[config.mk]
export PLATFORM = sky130hd
export DESIGN_NAME = cpu_controller_flat
export DESIGN_NICKNAME = d
export VERILOG_FILES = /design/src/rtl/cpu_controller_if.sv /design/src/rtl/cpu_controller.sv /design/src/flat_wrapper.sv
export SDC_FILE = /design/constraint.sdc
export NUM_CORES = 1
export LEC_CHECK = 0
export CAP_MARGIN = 20
export CORE_AREA = 8 8 45 47
export DETAILED_ROUTE_END_ITERATION = 8
export DIE_AREA = 0 0 53 55
export PLACE_DENSITY = 0.56
export SKIP_CTS_REPAIR_TIMING = 1
export SLEW_MARGIN = 40
export SYNTH_ARGS = -nofsm -noshare
export SYNTH_HDL_FRONTEND = slang
export SYNTH_SLANG_ARGS = --single-unit
export TNS_END_PERCENT = 20
[constraint.sdc]
create_clock -name clk -period 2.8 [get_ports clk]
set_input_delay 0.42 -clock clk [delete_from_list [all_inputs] [get_ports clk]]
set_output_delay 0.42 -clock clk [all_outputs]
set_load 0.02 [all_outputs]
[src/rtl/cpu_controller_if.sv]
// Control interface between the CPU phase sequencer and the datapath.
// The controller side is the master: it samples opcode/zero (and step when
// SINGLE_STEP_EN is defined) and drives every control strobe plus the phase trace.
interface cpu_ctrl_if #(
    parameter int OP_W    = 3,
    parameter int PHASE_W = 3
);
    logic [OP_W-1:0]    opcode;
    logic               zero;
`ifdef SINGLE_STEP_EN
    logic               step;
`endif
    logic               sel;
    logic               rd;
    logic               ld_ir;
    logic               inc_pc;
    logic               ld_pc;
    logic               ld_ac;
    logic               data_e;
    logic               wr;
    logic               halt;
    logic [PHASE_W-1:0] phase;

    modport master (
`ifdef SINGLE_STEP_EN
        input  step,
`endif
        input  opcode, zero,
        output sel, rd, ld_ir, inc_pc, ld_pc, ld_ac, data_e, wr, halt, phase
    );

    modport slave (
`ifdef SINGLE_STEP_EN
        output step,
`endif
        output opcode, zero,
        input  sel, rd, ld_ir, inc_pc, ld_pc, ld_ac, data_e, wr, halt, phase
    );
endinterface

[src/rtl/cpu_controller.sv]
// Phase sequencer for the 8-bit accumulator CPU.
// Steps an 8-phase instruction cycle and decodes phase+opcode into datapath strobes.
// Optional feature: SINGLE_STEP_EN adds a step input that parks the sequencer
// at phase 0 after each instruction until step is sampled high.
//
// state         | meaning
// --------------+-----------------------------------------------
// PH_INST_ADDR  | 0: present PC on memory address
// PH_INST_FETCH | 1: read instruction
// PH_INST_LOAD  | 2: load instruction register
// PH_IDLE       | 3: IR settles
// PH_OP_ADDR    | 4: bump PC, catch HLT
// PH_OP_FETCH   | 5: read operand (ALU ops)
// PH_ALU_OP     | 6: execute / skip / start jump / drive store data
// PH_STORE      | 7: write back / finish jump
// halted_q      | sticky halt, phase frozen at PH_OP_FETCH
module cpu_controller #(
    parameter int OP_W    = 3,
    parameter int PHASE_W = 3
) (
    input  logic     clk,
    input  logic     rst_,
    cpu_ctrl_if.master bus
);
    localparam logic [OP_W-1:0] OP_HLT = OP_W'(0);
    localparam logic [OP_W-1:0] OP_SKZ = OP_W'(1);
    localparam logic [OP_W-1:0] OP_ADD = OP_W'(2);
    localparam logic [OP_W-1:0] OP_AND = OP_W'(3);
    localparam logic [OP_W-1:0] OP_XOR = OP_W'(4);
    localparam logic [OP_W-1:0] OP_LDA = OP_W'(5);
    localparam logic [OP_W-1:0] OP_STO = OP_W'(6);
    localparam logic [OP_W-1:0] OP_JMP = OP_W'(7);

    typedef enum logic [PHASE_W-1:0] {
        PH_INST_ADDR  = PHASE_W'(0),
        PH_INST_FETCH = PHASE_W'(1),
        PH_INST_LOAD  = PHASE_W'(2),
        PH_IDLE       = PHASE_W'(3),
        PH_OP_ADDR    = PHASE_W'(4),
        PH_OP_FETCH   = PHASE_W'(5),
        PH_ALU_OP     = PHASE_W'(6),
        PH_STORE      = PHASE_W'(7)
    } phase_e;

    phase_e phase_q, phase_d;
    logic   halted_q, halted_d;
`ifdef SINGLE_STEP_EN
    logic   wait_q, wait_d;
`endif

    logic is_aluop;
    logic is_hlt;
    logic is_skz;
    logic is_sto;
    logic is_jmp;

    assign is_aluop = (bus.opcode == OP_ADD) || (bus.opcode == OP_AND) ||
                      (bus.opcode == OP_XOR) || (bus.opcode == OP_LDA);
    assign is_hlt   = (bus.opcode == OP_HLT);
    assign is_skz   = (bus.opcode == OP_SKZ);
    assign is_sto   = (bus.opcode == OP_STO);
    assign is_jmp   = (bus.opcode == OP_JMP);

    // State register: phase counter, sticky halt and (optionally) the step wait flag.
    always_ff @(posedge clk or negedge rst_) begin
        if (!rst_) begin
            phase_q  <= PH_INST_ADDR;
            halted_q <= 1'b0;
`ifdef SINGLE_STEP_EN
            wait_q   <= 1'b0;
`endif
        end else begin
            phase_q  <= phase_d;
            halted_q <= halted_d;
`ifdef SINGLE_STEP_EN
            wait_q   <= wait_d;
`endif
        end
    end

    // Next phase: free-running increment, HLT freezes at OP_FETCH, optional park at 0.
    always_comb begin
        phase_d  = phase_e'(phase_q + PHASE_W'(1));
        halted_d = halted_q;
`ifdef SINGLE_STEP_EN
        wait_d   = wait_q;
`endif
        if (halted_q) begin
            phase_d = phase_q;
        end else if (phase_q == PH_OP_ADDR && is_hlt) begin
            halted_d = 1'b1;
            phase_d  = PH_OP_FETCH;
        end
`ifdef SINGLE_STEP_EN
        else if (phase_q == PH_STORE) begin
            phase_d = PH_INST_ADDR;
            wait_d  = 1'b1;
        end else if (phase_q == PH_INST_ADDR && wait_q) begin
            if (bus.step) begin
                wait_d = 1'b0;
            end else begin
                phase_d = PH_INST_ADDR;
            end
        end
`endif
    end

    // Output decode: purely combinational from phase, opcode, zero and halt state.
    always_comb begin
        bus.sel    = 1'b0;
        bus.rd     = 1'b0;
        bus.ld_ir  = 1'b0;
        bus.inc_pc = 1'b0;
        bus.ld_pc  = 1'b0;
        bus.ld_ac  = 1'b0;
        bus.data_e = 1'b0;
        bus.wr     = 1'b0;
        bus.halt   = 1'b0;
        if (halted_q) begin
            bus.halt = 1'b1;
        end else begin
            unique case (phase_q)
                PH_INST_ADDR: begin
                    bus.sel = 1'b1;
                end
                PH_INST_FETCH: begin
                    bus.sel = 1'b1;
                    bus.rd  = 1'b1;
                end
                PH_INST_LOAD, PH_IDLE: begin
                    bus.sel   = 1'b1;
                    bus.rd    = 1'b1;
                    bus.ld_ir = 1'b1;
                end
                PH_OP_ADDR: begin
                    bus.inc_pc = 1'b1;
                    bus.halt   = is_hlt;
                end
                PH_OP_FETCH: begin
                    bus.rd = is_aluop;
                end
                PH_ALU_OP: begin
                    bus.rd     = is_aluop;
                    bus.ld_ac  = is_aluop;
                    bus.inc_pc = is_skz && bus.zero;
                    bus.ld_pc  = is_jmp;
                    bus.data_e = is_sto;
                end
                PH_STORE: begin
                    bus.rd     = is_aluop;
                    bus.ld_ac  = is_aluop;
                    bus.inc_pc = is_jmp;
                    bus.ld_pc  = is_jmp;
                    bus.data_e = is_sto;
                    bus.wr     = is_sto;
                end
                default: ;
            endcase
        end
    end

    assign bus.phase = phase_q;
endmodule

[src/flat_wrapper.sv]
// flat-port wrapper written by rule: the top's interface ports become plain ports
module cpu_controller_flat 
#(
    parameter int OP_W    = 3,
    parameter int PHASE_W = 3
)
  (clk, rst_, bus_opcode, bus_zero, bus_sel, bus_rd, bus_ld_ir, bus_inc_pc, bus_ld_pc, bus_ld_ac, bus_data_e, bus_wr, bus_halt, bus_phase);
  cpu_ctrl_if #(.OP_W(OP_W), .PHASE_W(PHASE_W)) bus_i ();
  input  logic clk;
  input  logic rst_;
  input wire logic [$bits(bus_i.opcode)-1:0] bus_opcode;
  input wire logic [$bits(bus_i.zero)-1:0] bus_zero;
  output wire logic [$bits(bus_i.sel)-1:0] bus_sel;
  output wire logic [$bits(bus_i.rd)-1:0] bus_rd;
  output wire logic [$bits(bus_i.ld_ir)-1:0] bus_ld_ir;
  output wire logic [$bits(bus_i.inc_pc)-1:0] bus_inc_pc;
  output wire logic [$bits(bus_i.ld_pc)-1:0] bus_ld_pc;
  output wire logic [$bits(bus_i.ld_ac)-1:0] bus_ld_ac;
  output wire logic [$bits(bus_i.data_e)-1:0] bus_data_e;
  output wire logic [$bits(bus_i.wr)-1:0] bus_wr;
  output wire logic [$bits(bus_i.halt)-1:0] bus_halt;
  output wire logic [$bits(bus_i.phase)-1:0] bus_phase;
  assign bus_i.opcode = bus_opcode;
  assign bus_i.zero = bus_zero;
  assign bus_sel = bus_i.sel;
  assign bus_rd = bus_i.rd;
  assign bus_ld_ir = bus_i.ld_ir;
  assign bus_inc_pc = bus_i.inc_pc;
  assign bus_ld_pc = bus_i.ld_pc;
  assign bus_ld_ac = bus_i.ld_ac;
  assign bus_data_e = bus_i.data_e;
  assign bus_wr = bus_i.wr;
  assign bus_halt = bus_i.halt;
  assign bus_phase = bus_i.phase;
  cpu_controller #(.OP_W(OP_W), .PHASE_W(PHASE_W)) u_core (.clk(clk), .rst_(rst_), .bus(bus_i));
endmodule
Word-level counts from Yosys, hierarchy flattened
Index checks and enable logic that the tools add are counted.

Register bits: 4. Input port bits: 6.

Add/sub/neg operators: 1. Equality and inequality tests: 14. Mux-type cells: 21. Reductions and logical operators: 12.

Operator list (number): $eq 3x3->1 const B (8); $mux 1 (18); $eq 3x2->1 const B (4); $eq 3x1->1 const B (2); $logic_not 3->1 (2); $reduce_or 3->1 (2); $reduce_or 2->1 (2); $reduce_or 4->1 (1); $add 3x1->3 const B (1); $logic_or 1x1->1 (3); $mux 3 (1); $pmux 1 s3 (1); $logic_and 1x1->1 (2); $pmux 1 s2 (1).

Longest topological paths before layout
Gate-level depths: netlist of run 1.

Word-level depth: 6. Mapped depth: 5. Depth with buffers taken out: 5.

Least setup slack after synthesis of run 1
Ideal clock, no wire load.

Path kind: reg-to-output. From: reg u_core.phase_q[1] (netlist: u_core.bus.phase[1]). To: out bus_wr. Data arrival time: 1.631 ns. Slack: 0.749 ns. Stages on the path, launching flop included: 4. Buffers on the path: 0. Cell sequence: dfrtp_1 > ha_1 > ha_1 > nor4b_1.

Longest elaborated chain between the ends: 3.

RTL lines: start: declaration (line cpu_controller.sv:45) `phase_e phase_q, phase_d;`; start signal: assignment (line cpu_controller.sv:73) `phase_q <= phase_d;`; $eq 3x3->1 (line cpu_controller.sv:122) `unique case (phase_q)`; $mux 1 (line cpu_controller.sv:122); $mux 1 (line cpu_controller.sv:119) `if (halted_q) begin`; end: declaration (line flat_wrapper.sv:20) `output wire logic [$bits(bus_i.wr)-1:0] bus_wr;`.

Every way passes these cells.

Final worst setup path of run 1
From: in bus_opcode[1]. To: out bus_halt.

Longest elaborated chain between the ends: 3.

RTL lines: start: declaration (line flat_wrapper.sv:11) `input wire logic [$bits(bus_i.opcode)-1:0] bus_opcode;`; $logic_not 3->1 (line cpu_controller.sv:59) `assign is_hlt = (bus.opcode == OP_HLT);`; $mux 1 (line cpu_controller.sv:122); $mux 1 (line cpu_controller.sv:119); end: declaration (line flat_wrapper.sv:21) `output wire logic [$bits(bus_i.halt)-1:0] bus_halt;`.

Every way passes these cells.

==> results of run 1 <==
==> metal layers <==
metal | wire length, µm | vias to the layer above
met5 | 0 | -
met4 | 16 | 0
met1 | 414 | 155
li1 | - | 181
met2 | 394 | 18
met3 | 143 | 2
==> logic make-up (layout without fill, tap and decap cells) <==
| group | after synthesis | in the layout | share of synthesized area [%] |
|---|---|---|---|
| AOI/OAI and AO/OA | 7 | 7 | 14.5 |
| xor gates and xnor gates | 1 | 1 | 2.41 |
| adders and majority gates | 6 | 6 | 20.7 |
| buffers and inverters | 6 | 25 | 6.55 |
| DFF | 4 | 4 | 27.6 |
| muxes | 1 | 1 | 2.76 |
| and+or+nand+nor | 16 | 16 | 25.5 |
==> power groups by stage <==
stage | sequential (mW) | clock (mW) | combinational (mW)
2_1_floorplan | 0.153 | 0 | 0.216
3_3_place_gp | 0.155 | 0 | 0.377
3_5_place_dp | 0.154 | 0 | 0.379
4_1_cts | 0.154 | 0.0731 | 0.382
5_1_grt | 0.161 | 0.0731 | 0.418
6_report | 0.152 | 0.0688 | 0.374
==> per-stage QoR <==
stage          hold slack (ns)  worst slack (ns)
6_report                 0.389             0.257
3_5_place_dp             0.566             0.264
3_3_place_gp             0.562             0.254
2_1_floorplan            0.124             0.749
4_1_cts                  0.386             0.246
5_1_grt                  0.409             0.167
==> registers in the layout (all words and copies together) (netlist names) <==
signal / cells
u_core.bus.phase: 3
u_core.halted_q: 1
==> cell type report <==
type / count / area [µm²] / area share, %
flip-flops and latches: 4 / 100 / 17.5
repair buffers: 17 / 170 / 29.8
multi-input cells: 31 / 239 / 41.9
inverters: 5 / 18.8 / 3.29
well taps: 16 / 20.0 / 3.51
clock buffers: 3 / 22.5 / 3.95
==> critical path, cell delays in order <==
cell	delay [ns]
clkdlybuf4s50_1	0.52
nor4b_2	0.37
a21oi_2	0.13
inv_1	0.08
clkdlybuf4s50_1	0.60
==> cell usage in the layout (no fill, tap or decap) <==
master / instances
a21oi_1: 1
a21oi_2: 1
a22o_1: 1
a22oi_1: 1
a31oi_1: 1
and4bb_2: 1
clkbuf_4: 3
clkdlybuf4s50_1: 17
dfrtp_1: 4
ha_1: 6
inv_1: 5
mux2i_1: 1
nand2_1: 3
nand3_1: 2
nor2_1: 5
nor2b_1: 1
nor3_1: 2
nor4b_1: 1
nor4b_2: 1
o21ai_0: 1
o221a_2: 1
xnor2_1: 1
==> path summary, 6_finish.rpt <==
kind / endpoint / slack [ns] / cells after the start
max in group asynchronous: u_core.bus.phase[2] / 2.25 / 1
worst max register to register: u_core.bus.phase[1] / 1.31 / 5
min in group clk: u_core.bus.phase[0] / 0.56 / 1
worst max-delay path: bus_halt / 0.26 / 5
worst min-delay path: u_core.halted_q / 0.39 / 1
worst min register to register: u_core.bus.phase[0] / 0.56 / 1
==> impl_results.md, run 1 <==
* Status: completed
* Switching fraction of total power at a little under half
* Reg power frac at between 20 and 30%
* CP Max Fanout at 6
* Slew headroom at 79.6%
* Syn_area_per_cell at about 9 µm²
* Top-count cell post-synth: ha_1
* Largest net degree at the start of global routing at 10
* Clock transition at path regs at ~0.030 ns
* Cell-internal power at ~320 µW
* Share of layout cells above drive strength 1 at between 10% and 20%
* CTS buffer count at 3
* Die Y at 55 µm
* Grt total ovfl at 0
* Critical Path Source: bus_opcode[1]
* Netlist cell types at 21
* Die area at 2920 µm²
* Pwr Density at between 1000 and 1500 nW/µm²
* Max-slew violation count at 0
* Worst Tran Pin Value at slightly above 0.3 ns
* RSZ-0062 raised after global routing: no
* Combinational share of power at between 60 and 70%
* Initial core utilization at about a quarter
* Leading area contributor after synthesis: dfrtp_1
* Async SR Flop Fraction at between 90% and 100%
* Synthesis-to-layout area growth at 57.2%
* Post-synth EDFFs at 0
* Arrival time at the worst endpoint at approximately 2.1 ns
* Drt pass-1 iters at 4
* Sink Count at 4
* Tightest Hold Check Type: in -> async
* Wire per inst at ~13 µm
* CTS H-tree depth at 1
* Placed cells at 73
* Met2 Use GR at 10.7%
* Setup CP Type: in -> out
* Leak pwr at 0.238 nW
* Final Hold Viols at 0
* Post-synth top cells: ha_1, inv_1, nor2_1
* Busiest metal layer after global routing: met2
* Psw at 272 µW
* DR DRC count at 0
* Reg2reg start: u_core.bus.phase[1]
* Ys flop type: dfrtp_1
* CP Capture Type: output pin
* Core area at 1380 µm²
* Worst-Skew Late Latency at 0.23 ns
* First-pass GRT wire length at 1.58 mm
* NumNets Final at 74
* Seq cells post-synth at 4
* GRT Total Usage at 7.29%
* Worst IR Drop VDD at slightly above 500 µV
* Final Util at 41.2%
* Vias in the first global route at 375
* IO Count at 18
* Startpoint Class: input pin
* Post-Synthesis Cell Area at 363 µm²
* CTS root buf: clkbuf_4
* Bufs on Longest Clock Path at 2
* Final setup TNS at 0 ns
* Post-Layout Inst Area at 571 µm²
* Final min period at between 2 and 3 ns
* Via count at 356
* Row cnt at 14
* IO Port Bufs at 17
* GR Layer Usage met3 at 2.94%
* Final ANT Viol Nets at 0
* Share of the synthesized area in the top cell type at 27.6%
* Warnings from Yosys at 0
* Synth Instances at between 40 and 50
* Final setup fails at 0
* Drt total wl at 969 µm
* Worst Skew at between 0.0004 and 0.0005 ns
* Period utilisation layout at between 90% and 100%
* Die Width at 53 µm
* Sequential cell area fraction in the yosys report at 27.6%
* CTS tree: done
* Syn_nets at 53
* Largest cells by area after synthesis: dfrtp_1, ha_1, inv_1
* Initial antenna violation count at 0
* Fmax at 393 MHz
* Placed instance area at 548 µm²
* Clk pwr share at 11.6%
* Global placement routability congestion at 0.746
* Maxcap violations at 0
* DPL Wire Length at between 700 and 800 µm
* Met1 Use GR at 7.96%
* Vias per inst at 4.68
* Initial drt markers at 5
* Post-route total power at 595 µW
* Final Non-Filler Cells at 76
* CP Data Required Time at 2.38 ns
* Ant. Diodes at 0
* Fillers at 150
No activity file was read; power rests on OpenSTA's default activity.
==> run 2, diff against run 1 <==
--- a/config.mk
+++ b/config.mk
@@ -11,7 +11,6 @@
 export DIE_AREA = 0 0 53 55
 export PLACE_DENSITY = 0.56
 export SKIP_CTS_REPAIR_TIMING = 1
-export SLEW_MARGIN = 40
 export SYNTH_ARGS = -nofsm -noshare
 export SYNTH_HDL_FRONTEND = slang
 export SYNTH_SLANG_ARGS = --single-unit
==> results of run 2 <==
Same layout as run 1: the final DEF is identical, and so are final timing and power.
